$ cat config.mk
export PLATFORM = sky130hd
export DESIGN_NAME = ibex_efpga_responder_flat
export DESIGN_NICKNAME = d
export VERILOG_FILES = /design/src/rtl/ibex_efpga_pkg.sv /design/src/rtl/ibex_efpga_responder_if.sv /design/src/rtl/ibex_efpga_responder.sv /design/src/flat_wrapper.sv
export SDC_FILE = /design/constraint.sdc
export NUM_CORES = 1
export LEC_CHECK = 0
export BUFFER_PORTS_ARGS = -buffer_cell sky130_fd_sc_hd__buf_2
export CORE_AREA = 2 2 134 136
export DETAILED_ROUTE_END_ITERATION = 6
export DIE_AREA = 0 0 136 138
export HOLD_SLACK_MARGIN = 0.12
export PLACE_DENSITY = 0.78
export SYNTH_ARGS = -nofsm -noshare
export SYNTH_HDL_FRONTEND = slang
export SYNTH_SLANG_ARGS = --single-unit
$ cat constraint.sdc
create_clock -name clk -period 4.3 [get_ports clk]
set_clock_uncertainty 0.1 [all_clocks]
set_input_delay 1.075 -clock clk [delete_from_list [all_inputs] [get_ports clk]]
set_output_delay 1.075 -clock clk [all_outputs]
set_load 0.005 [all_outputs]
$ cat src/rtl/ibex_efpga_pkg.sv
// rtl/ibex_efpga_pkg.sv - shared types and constants for the eFPGA responder
//
// Contents:
//   efpga_state_e         - responder FSM states (IDLE, LAUNCH, WAIT, DONE)
//   EFPGA_TIMEOUT_RESULT  - result word returned when the fabric never answers
//   EFPGA_TIMEOUT_DEFAULT - default handshake-mode wait limit in cycles
package ibex_efpga_pkg;

    typedef enum logic [1:0] {
        IDLE   = 2'd0,
        LAUNCH = 2'd1,
        WAIT   = 2'd2,
        DONE   = 2'd3
    } efpga_state_e;

    localparam logic [31:0] EFPGA_TIMEOUT_RESULT  = 32'hDEADBEEF;
    localparam int unsigned EFPGA_TIMEOUT_DEFAULT = 255;

endpackage

$ cat src/rtl/ibex_efpga_responder_if.sv
// rtl/ibex_efpga_responder_if.sv - fabric-side bus between responder and eFPGA
//
// Signals:
//   fabric_op_a_o, fabric_op_b_o (32) - operands held to the fabric
//   fabric_operator_o (2)             - operator held to the fabric
//   fabric_start_o                    - one-cycle launch pulse
//   fabric_result_a/b/c_i (32)        - fabric results
//   fabric_valid_i                    - fabric result-valid handshake
// Modports: master (responder side), slave (fabric side).
interface ibex_efpga_responder_if;

    logic [31:0] fabric_op_a_o;
    logic [31:0] fabric_op_b_o;
    logic [1:0]  fabric_operator_o;
    logic        fabric_start_o;
    logic [31:0] fabric_result_a_i;
    logic [31:0] fabric_result_b_i;
    logic [31:0] fabric_result_c_i;
    logic        fabric_valid_i;

    modport master (
        output fabric_op_a_o,
        output fabric_op_b_o,
        output fabric_operator_o,
        output fabric_start_o,
        input  fabric_result_a_i,
        input  fabric_result_b_i,
        input  fabric_result_c_i,
        input  fabric_valid_i
    );

    modport slave (
        input  fabric_op_a_o,
        input  fabric_op_b_o,
        input  fabric_operator_o,
        input  fabric_start_o,
        output fabric_result_a_i,
        output fabric_result_b_i,
        output fabric_result_c_i,
        output fabric_valid_i
    );

endinterface

$ cat src/rtl/ibex_efpga_responder.sv
// rtl/ibex_efpga_responder.sv - core-to-eFPGA request responder with fixed/handshake latency
//
// Launches a fabric operation on a core strobe and returns the fabric results.
// cfg_delay_i != 0 samples results a fixed number of cycles after launch;
// cfg_delay_i == 0 waits for fabric_valid_i.
//
// Optional feature macro: IBEX_EFPGA_TIMEOUT_EN
//   defined   - handshake wait is bounded by TIMEOUT_CYCLES; on expiry results
//               become 32'hDEADBEEF and error_o is set until reset.
//   undefined - handshake wait is unbounded and error_o is tied low.
//
// Ports:
//   clk, rst_n                     - clock, asynchronous active-low reset
//   write_strobe_i                 - core request strobe
//   operator_i (2), operand_a/b_i  - request operator and operands
//   cfg_delay_i (4)                - fixed latency, 0 selects handshake mode
//   fabric                         - fabric bus (ibex_efpga_responder_if.master)
//   result_a/b/c_o (32)            - latched results to core
//   delay_o (4)                    - cfg_delay_i captured with the request
//   done_o, busy_o, error_o        - completion pulse, busy, sticky timeout
module ibex_efpga_responder
    import ibex_efpga_pkg::*;
#(
    parameter int unsigned TIMEOUT_CYCLES = EFPGA_TIMEOUT_DEFAULT
) (
    input  logic                          clk,
    input  logic                          rst_n,
    input  logic                          write_strobe_i,
    input  logic [1:0]                    operator_i,
    input  logic [31:0]                   operand_a_i,
    input  logic [31:0]                   operand_b_i,
    input  logic [3:0]                    cfg_delay_i,
    ibex_efpga_responder_if.master        fabric,
    output logic [31:0]                   result_a_o,
    output logic [31:0]                   result_b_o,
    output logic [31:0]                   result_c_o,
    output logic [3:0]                    delay_o,
    output logic                          done_o,
    output logic                          busy_o,
    output logic                          error_o
);

    efpga_state_e state_q, state_d;

    logic [31:0] op_a_q, op_b_q;
    logic [1:0]  operator_q;
    logic [3:0]  delay_q;
    logic [3:0]  cnt_q;
    logic [31:0] res_a_q, res_b_q, res_c_q;

    logic accept;
    logic fixed_mode;
    logic sample;
    logic timeout_hit;

    // Requests are only taken when no operation is in flight.
    assign accept     = write_strobe_i && ((state_q == IDLE) || (state_q == DONE));
    assign fixed_mode = (delay_q != 4'd0);

    // In fixed mode the counter is loaded with D in LAUNCH, so it holds 1 in
    // the D-th WAIT cycle: the cycle whose decrement brings it to zero.
    always_comb begin
        sample = 1'b0;
        if (state_q == WAIT) begin
            if (fixed_mode) begin
                sample = (cnt_q == 4'd1);
            end else begin
                sample = fabric.fabric_valid_i;
            end
        end
    end

`ifdef IBEX_EFPGA_TIMEOUT_EN
    localparam logic [7:0] TIMEOUT_LAST = 8'(TIMEOUT_CYCLES - 1);

    logic [7:0] tcnt_q;
    logic       error_q;

    // tcnt_q holds the number of handshake WAIT cycles already elapsed.
    always_ff @(posedge clk or negedge rst_n) begin
        if (!rst_n) begin
            tcnt_q <= 8'd0;
        end else if (state_q == LAUNCH) begin
            tcnt_q <= 8'd0;
        end else if (state_q == WAIT && !fixed_mode) begin
            tcnt_q <= tcnt_q + 8'd1;
        end
    end

    assign timeout_hit = (state_q == WAIT) && !fixed_mode &&
                         !fabric.fabric_valid_i && (tcnt_q == TIMEOUT_LAST);

    always_ff @(posedge clk or negedge rst_n) begin
        if (!rst_n) begin
            error_q <= 1'b0;
        end else if (timeout_hit) begin
            error_q <= 1'b1;
        end
    end

    assign error_o = error_q;
`else
    assign timeout_hit = 1'b0;
    assign error_o     = 1'b0;
`endif

    // State register.
    always_ff @(posedge clk or negedge rst_n) begin
        if (!rst_n) begin
            state_q <= IDLE;
        end else begin
            state_q <= state_d;
        end
    end

    // Next-state logic.
    always_comb begin
        state_d = state_q;
        case (state_q)
            IDLE:    if (accept) state_d = LAUNCH;
            LAUNCH:  state_d = WAIT;
            WAIT:    if (sample || timeout_hit) state_d = DONE;
            DONE:    state_d = accept ? LAUNCH : IDLE;
            default: state_d = IDLE;
        endcase
    end

    // FSM outputs.
    always_comb begin
        fabric.fabric_start_o = 1'b0;
        done_o                = 1'b0;
        busy_o                = 1'b1;
        case (state_q)
            IDLE:    busy_o = 1'b0;
            LAUNCH:  fabric.fabric_start_o = 1'b1;
            DONE:    done_o = 1'b1;
            default: ;
        endcase
    end

    // Request capture.
    always_ff @(posedge clk or negedge rst_n) begin
        if (!rst_n) begin
            op_a_q     <= 32'd0;
            op_b_q     <= 32'd0;
            operator_q <= 2'd0;
            delay_q    <= 4'd0;
        end else if (accept) begin
            op_a_q     <= operand_a_i;
            op_b_q     <= operand_b_i;
            operator_q <= operator_i;
            delay_q    <= cfg_delay_i;
        end
    end

    // Fixed-latency counter.
    always_ff @(posedge clk or negedge rst_n) begin
        if (!rst_n) begin
            cnt_q <= 4'd0;
        end else if (state_q == LAUNCH) begin
            cnt_q <= delay_q;
        end else if (state_q == WAIT && fixed_mode) begin
            cnt_q <= cnt_q - 4'd1;
        end
    end

    // Result latches.
    always_ff @(posedge clk or negedge rst_n) begin
        if (!rst_n) begin
            res_a_q <= 32'd0;
            res_b_q <= 32'd0;
            res_c_q <= 32'd0;
        end else if (sample) begin
            res_a_q <= fabric.fabric_result_a_i;
            res_b_q <= fabric.fabric_result_b_i;
            res_c_q <= fabric.fabric_result_c_i;
        end else if (timeout_hit) begin
            res_a_q <= EFPGA_TIMEOUT_RESULT;
            res_b_q <= EFPGA_TIMEOUT_RESULT;
            res_c_q <= EFPGA_TIMEOUT_RESULT;
        end
    end

    assign fabric.fabric_op_a_o     = op_a_q;
    assign fabric.fabric_op_b_o     = op_b_q;
    assign fabric.fabric_operator_o = operator_q;

    assign result_a_o = res_a_q;
    assign result_b_o = res_b_q;
    assign result_c_o = res_c_q;
    assign delay_o    = delay_q;

endmodule

$ cat src/flat_wrapper.sv
// flat-port wrapper written by rule: the top's interface ports become plain ports
module ibex_efpga_responder_flat import ibex_efpga_pkg::*;
#(
    parameter int unsigned TIMEOUT_CYCLES = EFPGA_TIMEOUT_DEFAULT
)
  (clk, rst_n, write_strobe_i, operator_i, operand_a_i, operand_b_i, cfg_delay_i, result_a_o, result_b_o, result_c_o, delay_o, done_o, busy_o, error_o, fabric_fabric_op_a_o, fabric_fabric_op_b_o, fabric_fabric_operator_o, fabric_fabric_start_o, fabric_fabric_result_a_i, fabric_fabric_result_b_i, fabric_fabric_result_c_i, fabric_fabric_valid_i);
  ibex_efpga_responder_if fabric_i ();
  input  logic clk;
  input  logic rst_n;
  input  logic write_strobe_i;
  input  logic [1:0] operator_i;
  input  logic [31:0] operand_a_i;
  input  logic [31:0] operand_b_i;
  input  logic [3:0] cfg_delay_i;
  output logic [31:0] result_a_o;
  output logic [31:0] result_b_o;
  output logic [31:0] result_c_o;
  output logic [3:0] delay_o;
  output logic done_o;
  output logic busy_o;
  output logic error_o;
  output wire logic [$bits(fabric_i.fabric_op_a_o)-1:0] fabric_fabric_op_a_o;
  output wire logic [$bits(fabric_i.fabric_op_b_o)-1:0] fabric_fabric_op_b_o;
  output wire logic [$bits(fabric_i.fabric_operator_o)-1:0] fabric_fabric_operator_o;
  output wire logic [$bits(fabric_i.fabric_start_o)-1:0] fabric_fabric_start_o;
  input wire logic [$bits(fabric_i.fabric_result_a_i)-1:0] fabric_fabric_result_a_i;
  input wire logic [$bits(fabric_i.fabric_result_b_i)-1:0] fabric_fabric_result_b_i;
  input wire logic [$bits(fabric_i.fabric_result_c_i)-1:0] fabric_fabric_result_c_i;
  input wire logic [$bits(fabric_i.fabric_valid_i)-1:0] fabric_fabric_valid_i;
  assign fabric_fabric_op_a_o = fabric_i.fabric_op_a_o;
  assign fabric_fabric_op_b_o = fabric_i.fabric_op_b_o;
  assign fabric_fabric_operator_o = fabric_i.fabric_operator_o;
  assign fabric_fabric_start_o = fabric_i.fabric_start_o;
  assign fabric_i.fabric_result_a_i = fabric_fabric_result_a_i;
  assign fabric_i.fabric_result_b_i = fabric_fabric_result_b_i;
  assign fabric_i.fabric_result_c_i = fabric_fabric_result_c_i;
  assign fabric_i.fabric_valid_i = fabric_fabric_valid_i;
  ibex_efpga_responder #(.TIMEOUT_CYCLES(TIMEOUT_CYCLES)) u_core (.clk(clk), .rst_n(rst_n), .write_strobe_i(write_strobe_i), .operator_i(operator_i), .operand_a_i(operand_a_i), .operand_b_i(operand_b_i), .cfg_delay_i(cfg_delay_i), .fabric(fabric_i), .result_a_o(result_a_o), .result_b_o(result_b_o), .result_c_o(result_c_o), .delay_o(delay_o), .done_o(done_o), .busy_o(busy_o), .error_o(error_o));
endmodule
==> impl_metrics.py <==
metrics = {
    "drt": {
        "drc_errors": 0,
        "drt_pass1_iterations": 4,
        "wl_per_cell_um": 16.0,
        "ant_nets": 0,
        "vias": 4469,
        "top_layer": "met4",
        "routed_wl_um": 15700,
        "drtIter0Drc": 99,
        "dr_wl_met2_um": 7690,
        "drt-met1-wl_um": 6340,
        "met3_length_um": 1520,
        "viasPerCell": 4.55,
    },
    "layout": {
        "instances_no_fill": 983,
        "multi_input_area_mm2": 0.00231,
        "seq_area_mm2": 0.00430,
        "nFillCells": 1480,
        "areaGrowthSynthToFinish_pct": 36.5,
        "drive_above_1_share": 0.725,
        "final_nets": 918,
        "fin_util": 0.528,
    },
    "grt": {
        "antenna_found_initial": 0,
        "grt.overflow.total": 0,
        "grt_usage": 0.168,
        "grt_max_degree": 84,
        "first_global_vias": 4748,
        "grt_pass1_wl_um": 24800,
    },
    "logic_synthesis": {
        "netlist_instances": 398,
        "synth_top_flop_cell": "dfrtp_1",
        "synth.cell_area_mm2": 0.00679,
        "yosysMostFrequentCell": "dfrtp_1",
        "synth_nets": 575,
        "synthTopCellsByArea": "dfrtp_1 (63%), mux2_2 (21%), mux2_4 (8.8%)",
        "synth_top_area_frac": 0.634,
        "yosys_warnings": 0,
        "synth_edf_count": 0,
        "ys_top_cells_by_count": "dfrtp_1 (172), mux2_2 (128), mux2_4 (40)",
        "yosysUniqueCellTypes": 28,
        "synth_seq_cells": 172,
        "async_reset_ff_frac": 1.00,
        "syn_avg_cell_area_um2": 17.1,
        "ys_seq_area_frac": 0.634,
        "yosysTopAreaCell": "dfrtp_1",
    },
    "power": {
        "power_leakage_uw": 0.00483,
        "p_per_area_mw_per_mm2": 751,
        "ir_drop_uv": 372,
    },
    "timing": {
        "max_freq_mhz": 386,
        "fin_crit_ps": 2590,
        "hold_slack_ps": 399,
        "drv_slew": 0,
        "period_share": 0.603,
        "tightest_slew_ps": 819,
        "rsz0062_at_grt": "no",
        "slew_headroom": 0.447,
        "hold_violations": 0,
        "setup_viol_count_final": 0,
        "setup_tns_ps": 0,
    },
    "clocking": {
        "clk_path_buf_depth": 2,
        "root_buffer": "clkbuf_16",
        "cts-resized-gates": 0,
        "clkTransAtPathRegs_ps": 70,
        "cts_tree": "yes",
        "htreeDepth": 4,
        "clock_sinks": 172,
        "cts_made_buffers": 17,
        "post_cts_buffers": 0,
        "hold_buffers": 0,
        "clkLatencyLatePin_ps": 410,
    },
    "worst_hold_path": {
        "worstHoldPathCells": 1,
        "min_path_type": "reg2reg",
    },
    "floorplanning": {
        "die_y_um": 138,
        "initial_core_util": 0.387,
        "fp.dieW_um": 136,
        "fp.coreArea_mm2": 0.0175,
        "num_io_pins": 340,
        "die_area_mm2": 0.0188,
        "rows": 49,
    },
    "setup_path": {
        "critPathMaxFanout": 8,
        "cp_data_arrival_time_ps": 1420,
        "startpoint_type": "flop",
        "crit_path_end_kind": "output pin",
        "crit_type": "reg2out",
        "required_ps": 3120,
        "reg2regPathDepth": 5,
    },
    "placed_design": {
        "gp_congestion": 0.730,
        "dp.cells": 951,
        "hpwlAfterDp_um": 11700,
        "io_buffers": 338,
    },
    "status": {
        "status": "finished clean",
    },
    "flow_run": {
        "maxCapViolCount": 0,
    },
}
per-layer routing:
| metal | vias to the layer above | global-route usage |
|---|---|---|
| met3 | 14 | 0.0660 |
| met2 | 206 | 0.284 |
| met1 | 2160 | 0.199 |
| met4 | 0 | 0.0444 |
| met5 | - | 0 |
| li1 | 2089 | - |
critical path, stage by stage (launching register included):
cell	delay, ps
dfrtp_1	420
inv_1	120
ha_1	300
buf_2	170
registers in the layout, indices dropped and copies added (netlist names):
signal / flops
u_core.fabric.fabric_op_a_o: 32
u_core.delay_o: 4
u_core.result_a_o: 32
u_core.result_b_o: 32
u_core.fabric.fabric_operator_o: 2
u_core.cnt_q: 4
u_core.state_q: 2
u_core.result_c_o: 32
u_core.fabric.fabric_op_b_o: 32
cell type report:
cell class | instances | share of cell area
sequential | 172 | 0.465
clock buffer | 18 | 0.0474
inverter | 6 | 0.00243
timing repair buffer | 344 | 0.192
multi-input combinational | 200 | 0.249
clock inverter | 13 | 0.0130
antenna | 1 | 0.000270
tap | 229 | 0.0309
cells in the final DEF, fill, tap and decap left out, types with 2 or more instances in the layout:
master,instances
xnor2_1,2
mux2_2,128
ha_1,7
a2bb2oi_1,2
inv_6,6
inv_8,4
clkinvlp_4,3
inv_1,6
dfrtp_1,172
o21ai_0,3
buf_2,337
buf_12,3
mux2_4,40
nor2_1,2
clkbuf_16,17
buf_4,3
nand2_1,3
a21oi_1,2
cells by family (layout without fill, tap and decap cells):
| family | count (synthesis) | after routing | share of synthesized area |
|---|---|---|---|
| DFF | 172 | 172 | 0.634 |
| muxes | 169 | 169 | 0.302 |
| adders and majority gates | 7 | 7 | 0.0129 |
| and+or+nand+nor | 10 | 10 | 0.00848 |
| xor gates and xnor gates | 3 | 3 | 0.00387 |
| other | 1 | 2 | 0.000552 |
| buffers and inverters | 26 | 381 | 0.0282 |
| AOI/OAI and AO/OA | 10 | 10 | 0.00959 |
through the flow:
step / setup WS [ps] / area [um^2] / power (uW)
CTS: 1680 / 9260 / 7060
floorplan: 1960 / 6790 / 4360
global placement: 1460 / 8700 / 5450
detailed placement: 1340 / 8700 / 5560
global route: 1550 / 9260 / 7410
finish: 1710 / 9260 / 6960
where the power goes:
| group | total (uW) | internal, uW | leakage [uW] | switching, uW |
|---|---|---|---|---|
| combinational | 2630 | 1610 | 0.00248 | 1010 |
| sequential | 2860 | 2430 | 0.00208 | 429 |
| clock | 1470 | 780 | 0.000269 | 690 |
| total | 6960 | 4830 | 0.00483 | 2130 |
path summary, 6_finish.rpt:
check / slack [ps] / to / start
setup / recovery: 1710 / fabric_fabric_start_o / u_core.state_q[1]
hold / removal: 400 / u_core.result_a_o[18] / u_core.result_a_o[18]
setup reg to reg: 1720 / u_core.result_b_o[18] / u_core.delay_o[2]
hold reg to reg: 400 / u_core.result_a_o[18] / u_core.result_a_o[18]
max in group asynchronous: 2600 / u_core.result_a_o[11] / rst_n
min in group asynchronous: 590 / u_core.fabric.fabric_op_a_o[1] / rst_n
Power figures use the tool's default switching activity.
